[config.mk]
export PLATFORM = sky130hd
export DESIGN_NAME = bist_sig_compactor
export DESIGN_NICKNAME = d
export VERILOG_FILES = /design/src/rtl/bist_sig_compactor.sv
export SDC_FILE = /design/constraint.sdc
export NUM_CORES = 1
export LEC_CHECK = 0
export BUFFER_PORTS_ARGS = -buffer_cell sky130_fd_sc_hd__buf_4
export CAP_MARGIN = 20
export CORE_MARGIN = 2
export CORE_UTILIZATION = 47
export CTS_BUF_LIST = sky130_fd_sc_hd__clkbuf_16
export DETAILED_ROUTE_END_ITERATION = 7
export HOLD_SLACK_MARGIN = 0.1
export PLACE_DENSITY = 0.74
export SLEW_MARGIN = 25
export SYNTH_ARGS = -nofsm -noshare
export SYNTH_HDL_FRONTEND = slang
export SYNTH_SLANG_ARGS = --single-unit
export TNS_END_PERCENT = 1
[constraint.sdc]
create_clock -name CLK -period 1.93 [get_ports CLK]
set_input_delay 0.386 -clock CLK [delete_from_list [all_inputs] [get_ports CLK]]
set_output_delay 0.386 -clock CLK [all_outputs]
set_load 0.02 [all_outputs]
[src/rtl/bist_sig_compactor.sv]
// Response-side BIST signature compactor: a MISR over a 3-bit response word, plus a golden compare at end of test.
// Optional BIST_SIG_XMASK_EN adds an e_mask input that zeroes selected response bits before compaction.
module bist_sig_compactor #(
  parameter int              W          = 8,
  parameter logic [W-1:0]    POLY       = 8'h1D,
  parameter logic [W-1:0]    SEED       = '0,
  parameter logic [W-1:0]    GOLDEN     = 8'hE2,
  parameter int              EXP_CYCLES = 9,
  parameter int              CW         = 16
) (
  input  logic          CLK,
  input  logic          RST,
  input  logic          start,
  input  logic          capture_en,
  input  logic          finish,
  input  logic [2:0]    e_in,
`ifdef BIST_SIG_XMASK_EN
  input  logic [2:0]    e_mask,
`endif
  output logic [W-1:0]  hf,
  output logic [CW-1:0] cycles,
  output logic          busy,
  output logic          sig_valid,
  output logic          pass_fail
);

  localparam logic [1:0] IDLE    = 2'd0;
  localparam logic [1:0] COMPACT = 2'd1;
  localparam logic [1:0] COMPARE = 2'd2;
  localparam logic [1:0] DONE    = 2'd3;

  localparam logic [CW-1:0] EXP_CW = CW'(EXP_CYCLES);

  logic [1:0]    state;
  logic [2:0]    e_eff;
  logic [W-1:0]  hf_shift;
  logic [W-1:0]  hf_next;
  logic [CW-1:0] cycles_inc;
  logic          compact;
  logic          count_ok;

`ifdef BIST_SIG_XMASK_EN
  assign e_eff = e_in & ~e_mask;
`else
  assign e_eff = e_in;
`endif

  // Galois left shift, response word folded into the low three bits
  always_comb begin
    hf_shift = {hf[W-2:0], 1'b0} ^ (hf[W-1] ? POLY : '0);
    hf_next  = hf_shift ^ {{(W-3){1'b0}}, e_eff};
  end

  assign cycles_inc = (&cycles) ? cycles : cycles + CW'(1);
  assign compact    = (state == COMPACT) && capture_en;
  assign count_ok   = (EXP_CYCLES == 0) || (cycles == EXP_CW);

  always_ff @(posedge CLK) begin
    if (!RST) begin
      state     <= IDLE;
      hf        <= SEED;
      cycles    <= '0;
      busy      <= 1'b0;
      sig_valid <= 1'b0;
      pass_fail <= 1'b0;
    end else begin
      case (state)
        IDLE: begin
          if (start) begin
            state  <= COMPACT;
            hf     <= SEED;
            cycles <= '0;
            busy   <= 1'b1;
          end
        end
        COMPACT: begin
          if (compact) begin
            hf     <= hf_next;
            cycles <= cycles_inc;
          end
          if (finish) begin
            state <= COMPARE;
          end
        end
        COMPARE: begin
          pass_fail <= (hf == GOLDEN) && count_ok;
          sig_valid <= 1'b1;
          busy      <= 1'b0;
          state     <= DONE;
        end
        DONE: begin
          // restart discards the previous verdict before the new session begins
          if (start) begin
            state     <= COMPACT;
            hf        <= SEED;
            cycles    <= '0;
            busy      <= 1'b1;
            sig_valid <= 1'b0;
            pass_fail <= 1'b0;
          end
        end
        default: begin
          state     <= IDLE;
          busy      <= 1'b0;
          sig_valid <= 1'b0;
          pass_fail <= 1'b0;
        end
      endcase
    end
  end

endmodule

== Yosys cells after proc, flatten, opt, wreduce, memory -nomap -nowiden ==
Cells that the tools add are included.

* Flip-flop bits (word level): 29
* Bits in read-only memories: 0
* Memories kept: 0
* RAM bits: 0
* Latch bits: 0

* $mul: 0
* Bitwise gates (word level): 2
* Reductions and logical operators: 13
* Shift-type cells: 0
* Mux-type cells: 16
* Add/sub/neg operators: 1
* Order comparisons: 0
* Div/mod/pow operators: 0
* Eq/ne operators: 10

{| class="wikitable"
|+ Operators by type and width
! kind !! number
|-
| two-way mux 16 bit || 3
|-
| one-hot mux 16 bit (2 select lines) || 1
|-
| adder 16 x 1 -> 16 bit, second input constant || 1
|-
| equality test 16 x 4 -> 1 bit, second input constant || 1
|-
| two-way mux 8 bit || 2
|-
| one-hot mux 8 bit (2 select lines) || 1
|-
| AND reduction 16 bit || 1
|-
| equality test 8 bit, second input constant || 1
|-
| inequality test 2 bit, second input constant || 4
|-
| XOR 8 x 3 -> 8 bit || 1
|-
| XOR 8 x 5 -> 8 bit || 1
|-
| one-hot mux 1 bit (2 select lines) || 3
|-
| one-hot mux 2 bit (3 select lines) || 1
|-
| AND reduction 2 bit || 3
|-
| nonzero test 2 bit || 3
|-
| two-way mux 5 bit || 1
|-
| equality test 2 bit, second input constant || 2
|-
| two-way mux 2 bit || 2
|-
| AND reduction 4 bit || 1
|-
| AND reduction 3 bit || 1
|-
| equality test 2 x 1 -> 1 bit, second input constant || 1
|-
| logical AND 1 bit || 2
|-
| zero test 2 bit || 1
|-
| two-way mux 1 bit || 2
|-
| other kinds (2) || 2
|}

== Depth between registers and ports, before layout ==
* Word-level depth: 5
* Depth in mapped cells: 8

== Worst setup path before layout ==
OpenSTA, ideal clock, no wires.

* Path type: register -> register
* Start point: register cycles[0]
* End point: register cycles[14]
* Library setup time: 0.101 ns
* Path buffers: 0
* Path slack: 0.033 ns
* Clock period less this slack: 1.897 ns
* Arrival time: 1.796 ns
* Cell stages (with the launch flop): 7
* Path through: dfxtp_1 > ha_1 > nand4_1 > or4_4 > a31oi_2 > o21ai_0 > o41ai_1

* Longest elaborated chain between the ends: 4
* Elaborated cells on any way between the ends: 7
* Classes of those cells: 1 x add/sub; 1 x eq/ne; 3 x mux; 2 x reduce/logical

{| class="wikitable"
|+ Ends and longest elaborated chain
! element !! line !! source
|-
| start, declared || 21 || <nowiki>output logic [CW-1:0] cycles,</nowiki>
|-
| start signal, assigned || 79 || <nowiki>cycles <= cycles_inc;</nowiki>
|-
| adder 16 x 1 -> 16 bit || 54 || <nowiki>assign cycles_inc = (&cycles) ? cycles : cycles + CW'(1);</nowiki>
|-
| two-way mux 16 bit || 54 ||
|-
| two-way mux 16 bit || 77 || <nowiki>if (compact) begin</nowiki>
|-
| one-hot mux 16 bit (2 select lines) || 67 || <nowiki>case (state)</nowiki>
|}

Several ways; a longest one is shown, not always the timed one. The select of a mux whose other input is x is not followed.
A chain may end at the register's enable or synchronous reset.

== Worst setup path in the final report ==
* Start point: register state[0]
* End point: register cycles[8]

* Longest elaborated chain between the ends: 4
* Elaborated cells on any way between the ends: 11
* Classes of those cells: 5 x eq/ne; 1 x mux; 5 x reduce/logical

{| class="wikitable"
|+ Ends and longest elaborated chain
! element !! line !! source
|-
| start, declared || 34 || <nowiki>logic [1:0] state;</nowiki>
|-
| start signal, assigned || 60 || <nowiki>state <= IDLE;</nowiki>
|-
| start signal, assigned || 70 || <nowiki>state <= COMPACT;</nowiki>
|-
| start signal, assigned || 82 || <nowiki>state <= COMPARE;</nowiki>
|-
| equality test 2 bit, or another cell as far along || 67 ||
|-
| OR reduction 2 bit (no source line) or logical AND 1 bit (tied branches) || - ||
|-
| inequality test 2 x 1 -> 1 bit (no source line), or another cell as far along || - ||
|-
| AND reduction 4 bit (no source line) || - ||
|}

Several ways; a longest one is shown, not always the timed one.

==> out/results.tsv <==
metric	value	unit
synth_area	1573	um^2
wl_per_cell	13.93	um
status	finished, final reports clean	
via_per_inst	5.454	
htreeDepth	2	
die-area	3825	um^2
grt_remaining_overflow	0	
drt_iter0_markers	121	
cts_buffers	5	
first_pass_iters	4	
switching_share	38.69	%
period_share	96.65	%
ant_nets	0	
leakagePower	0.0009003	uW
drive_above_1_share	31.01	%
seq_area_frac_synth	36.91	%
cts_hold_buf	0	
crit_arrival	2.06	ns
num_rows	21	
clkPwrFrac	27.3	%
clockBufferDepth	2	
grt_usage	23.87	%
syn_inst	200	
initial_core_util	47.89	%
die_h	61.85	um
core_area	3284	um^2
cp.required	2.12	ns
ys_ff_latch	29	
grt_pass1_vias	1441	
clkSlewWorstSetupHoldPaths	0.05	ns
p_per_area	1187	nW/um^2
setup_tns	0	ns
die-width	61.85	um
ir_worst_vdd	0.7207	mV
rrSetupSlack	0.06	ns
syn_nets	213	
rsz0062_at_grt	yes	
fin_worst_skew	0.005262	ns
drc	0	
p_sw	1007	uW
synth_cell_type_count	36	
max_freq	536.1	MHz
synthArstFlopShare	0	%
cp-end-kind	flop	
cts_sinks	29	
diodes	0	
root_buffer	clkbuf_16	
path_class	reg2reg	
ys_warn_count	0	
synth_edf_count	0	
routed_wl	4.236	mm
cap_viol_max_count	0	
setup_ws	0.06473	ns
ios	35	
place_worst_setup_slack	0.03062	ns
place_congestion	0.8629	
cp_max_fo	5	
pwr-share-comb	44.6	%
cts-resized-gates	0	
cts_tree	done	
hold_ws	0.4079	ns
start_kind	flop	
vias	1658	
hpwlAfterDp	3.107	mm
grt_max_degree	20	
areaGrowthSynthToFinish	39.38	%
period_minus_slack	1.865	ns
io_buffers	34	
hold_violations	0	
synth_area_per_cell	7.864	um^2
power.internal	1596	uW
fill_cells	284	
ys.flop_type	dfxtp_1	
finalPower	2602	uW
finalSetupViolations	0	
grt_first_pass_wirelength	6.617	mm
pwr-share-seq	28.1	%
clkLatencyLatePin	0.27	ns
hp-class	in2reg	
tightest_slew	0.3425	ns
slew_violations	0	
antenna_found_initial	0	
relSlewSlack	76.84	%
cts_setup_buffers	0	
nets	270	
==> routing by layer <==
metal,global-route usage (%),vias up,part of all wire [%]
met1,31.93,767,47
met5,0,-,0
li1,-,835,-
met3,7.246,8,5.4
met4,8.207,0,1.5
met2,36.69,48,46
==> placed cells by master (no fill, tap or decap), types with 2 or more instances in the layout <==
cell type  netlist  layout
buf_4            0      57
dfxtp_1         29      29
nand2_1         21      21
nor2_1          22      21
a21oi_1         18      18
o21ai_0         13      13
inv_1            8       9
nor3_1           9       8
nand4_1          8       8
nand3_1          9       7
xnor2_1          6       6
a31oi_1          5       5
clkbuf_16        0       5
a22oi_1          4       4
a21o_1           4       4
or3_1            4       4
ha_1             5       4
nand2b_1         3       3
nand3_2          1       3
or4_1            3       3
nor4b_1          3       3
nor3_2           1       2
nor4_1           2       2
clkinv_2         0       2
==> cell type report <==
cell class	instances	area, um^2	share of cell area (%)
tap	46	57.56	2.626
multi-input combinational	155	945.9	43.15
sequential	29	580.6	26.48
inverter	8	30.03	1.370
clock inverter	3	13.76	0.6279
timing repair buffer	58	439.2	20.03
clock buffer	5	125.1	5.708
==> through the flow <==
stage | utilization [%] | cell area (um^2) | cells
finish | 66.74 | 2192 | 304
global route | 66.74 | 2192 | 304
CTS | 65.75 | 2160 | 304
detailed placement | 61.52 | 2021 | 296
global placement | 61.52 | 2021 | 296
floorplan | - | 1573 | 200
==> logic make-up (layout without fill, tap and decap cells) <==
logic type | after synthesis | in the layout | share of synthesized area [%]
adder cells (fa/ha/maj) | 5 | 5 | 3.978
AO/OA/AOI/OAI | 48 | 48 | 18.46
AND/OR/NAND/NOR | 96 | 96 | 32.54
buffers and inverters | 16 | 74 | 4.773
flip-flops | 29 | 29 | 36.91
XOR/XNOR | 6 | 6 | 3.341
==> critical path: stages (launching register included) <==
cell	delay, ns
dfxtp_1	0.38
inv_1	0.08
ha_1	0.30
or2b_2	0.25
nand3_2	0.11
or4_1	0.48
a31oi_1	0.19
==> path summary, 6_finish.rpt <==
| path | startpoint | to | cells after the start |
|---|---|---|---|
| setup / recovery | state[0]$_SDFFE_PN0P_ | cycles[8]$_SDFFE_PN0P_ | 6 |
| hold / removal | start | busy$_SDFFE_PN0P_ | 3 |
| setup reg to reg | state[0]$_SDFFE_PN0P_ | cycles[8]$_SDFFE_PN0P_ | 6 |
| hold reg to reg | sig_valid$_SDFFE_PN0P_ | sig_valid$_SDFFE_PN0P_ | 2 |
==> registers in the layout, summed over array words and instances, names as in the netlist <==
signal     count
cycles        16
pass_fail      1
sig_valid      1
hf             8
state          2
busy           1
==> power by group through the flow <==
stage	clock network (uW)	registers, uW	logic (uW)
after global placement	0	736	1070
after detailed placement	0	741	1080
after floorplan	0	805	625
after CTS	729	729	1090
final	710	732	1160
after global routing	760	739	1270
==> cells in the mapped netlist (4+ instances only) <==
cell type	n	area [um^2]
a22oi_1	4	30.03
nand2_1	21	78.83
or3_1	4	25.02
nor2_1	22	82.58
a31oi_1	5	31.28
o21ai_0	13	65.06
a21oi_1	18	90.09
dfxtp_1	29	580.6
clkbuf_1	6	22.52
nand4_1	8	50.05
ha_1	5	62.56
inv_1	8	30.03
nand3_1	9	45.04
xnor2_1	6	52.55
nor3_1	9	45.04
a21o_1	4	30.03
Power figures use the tool's default switching activity.
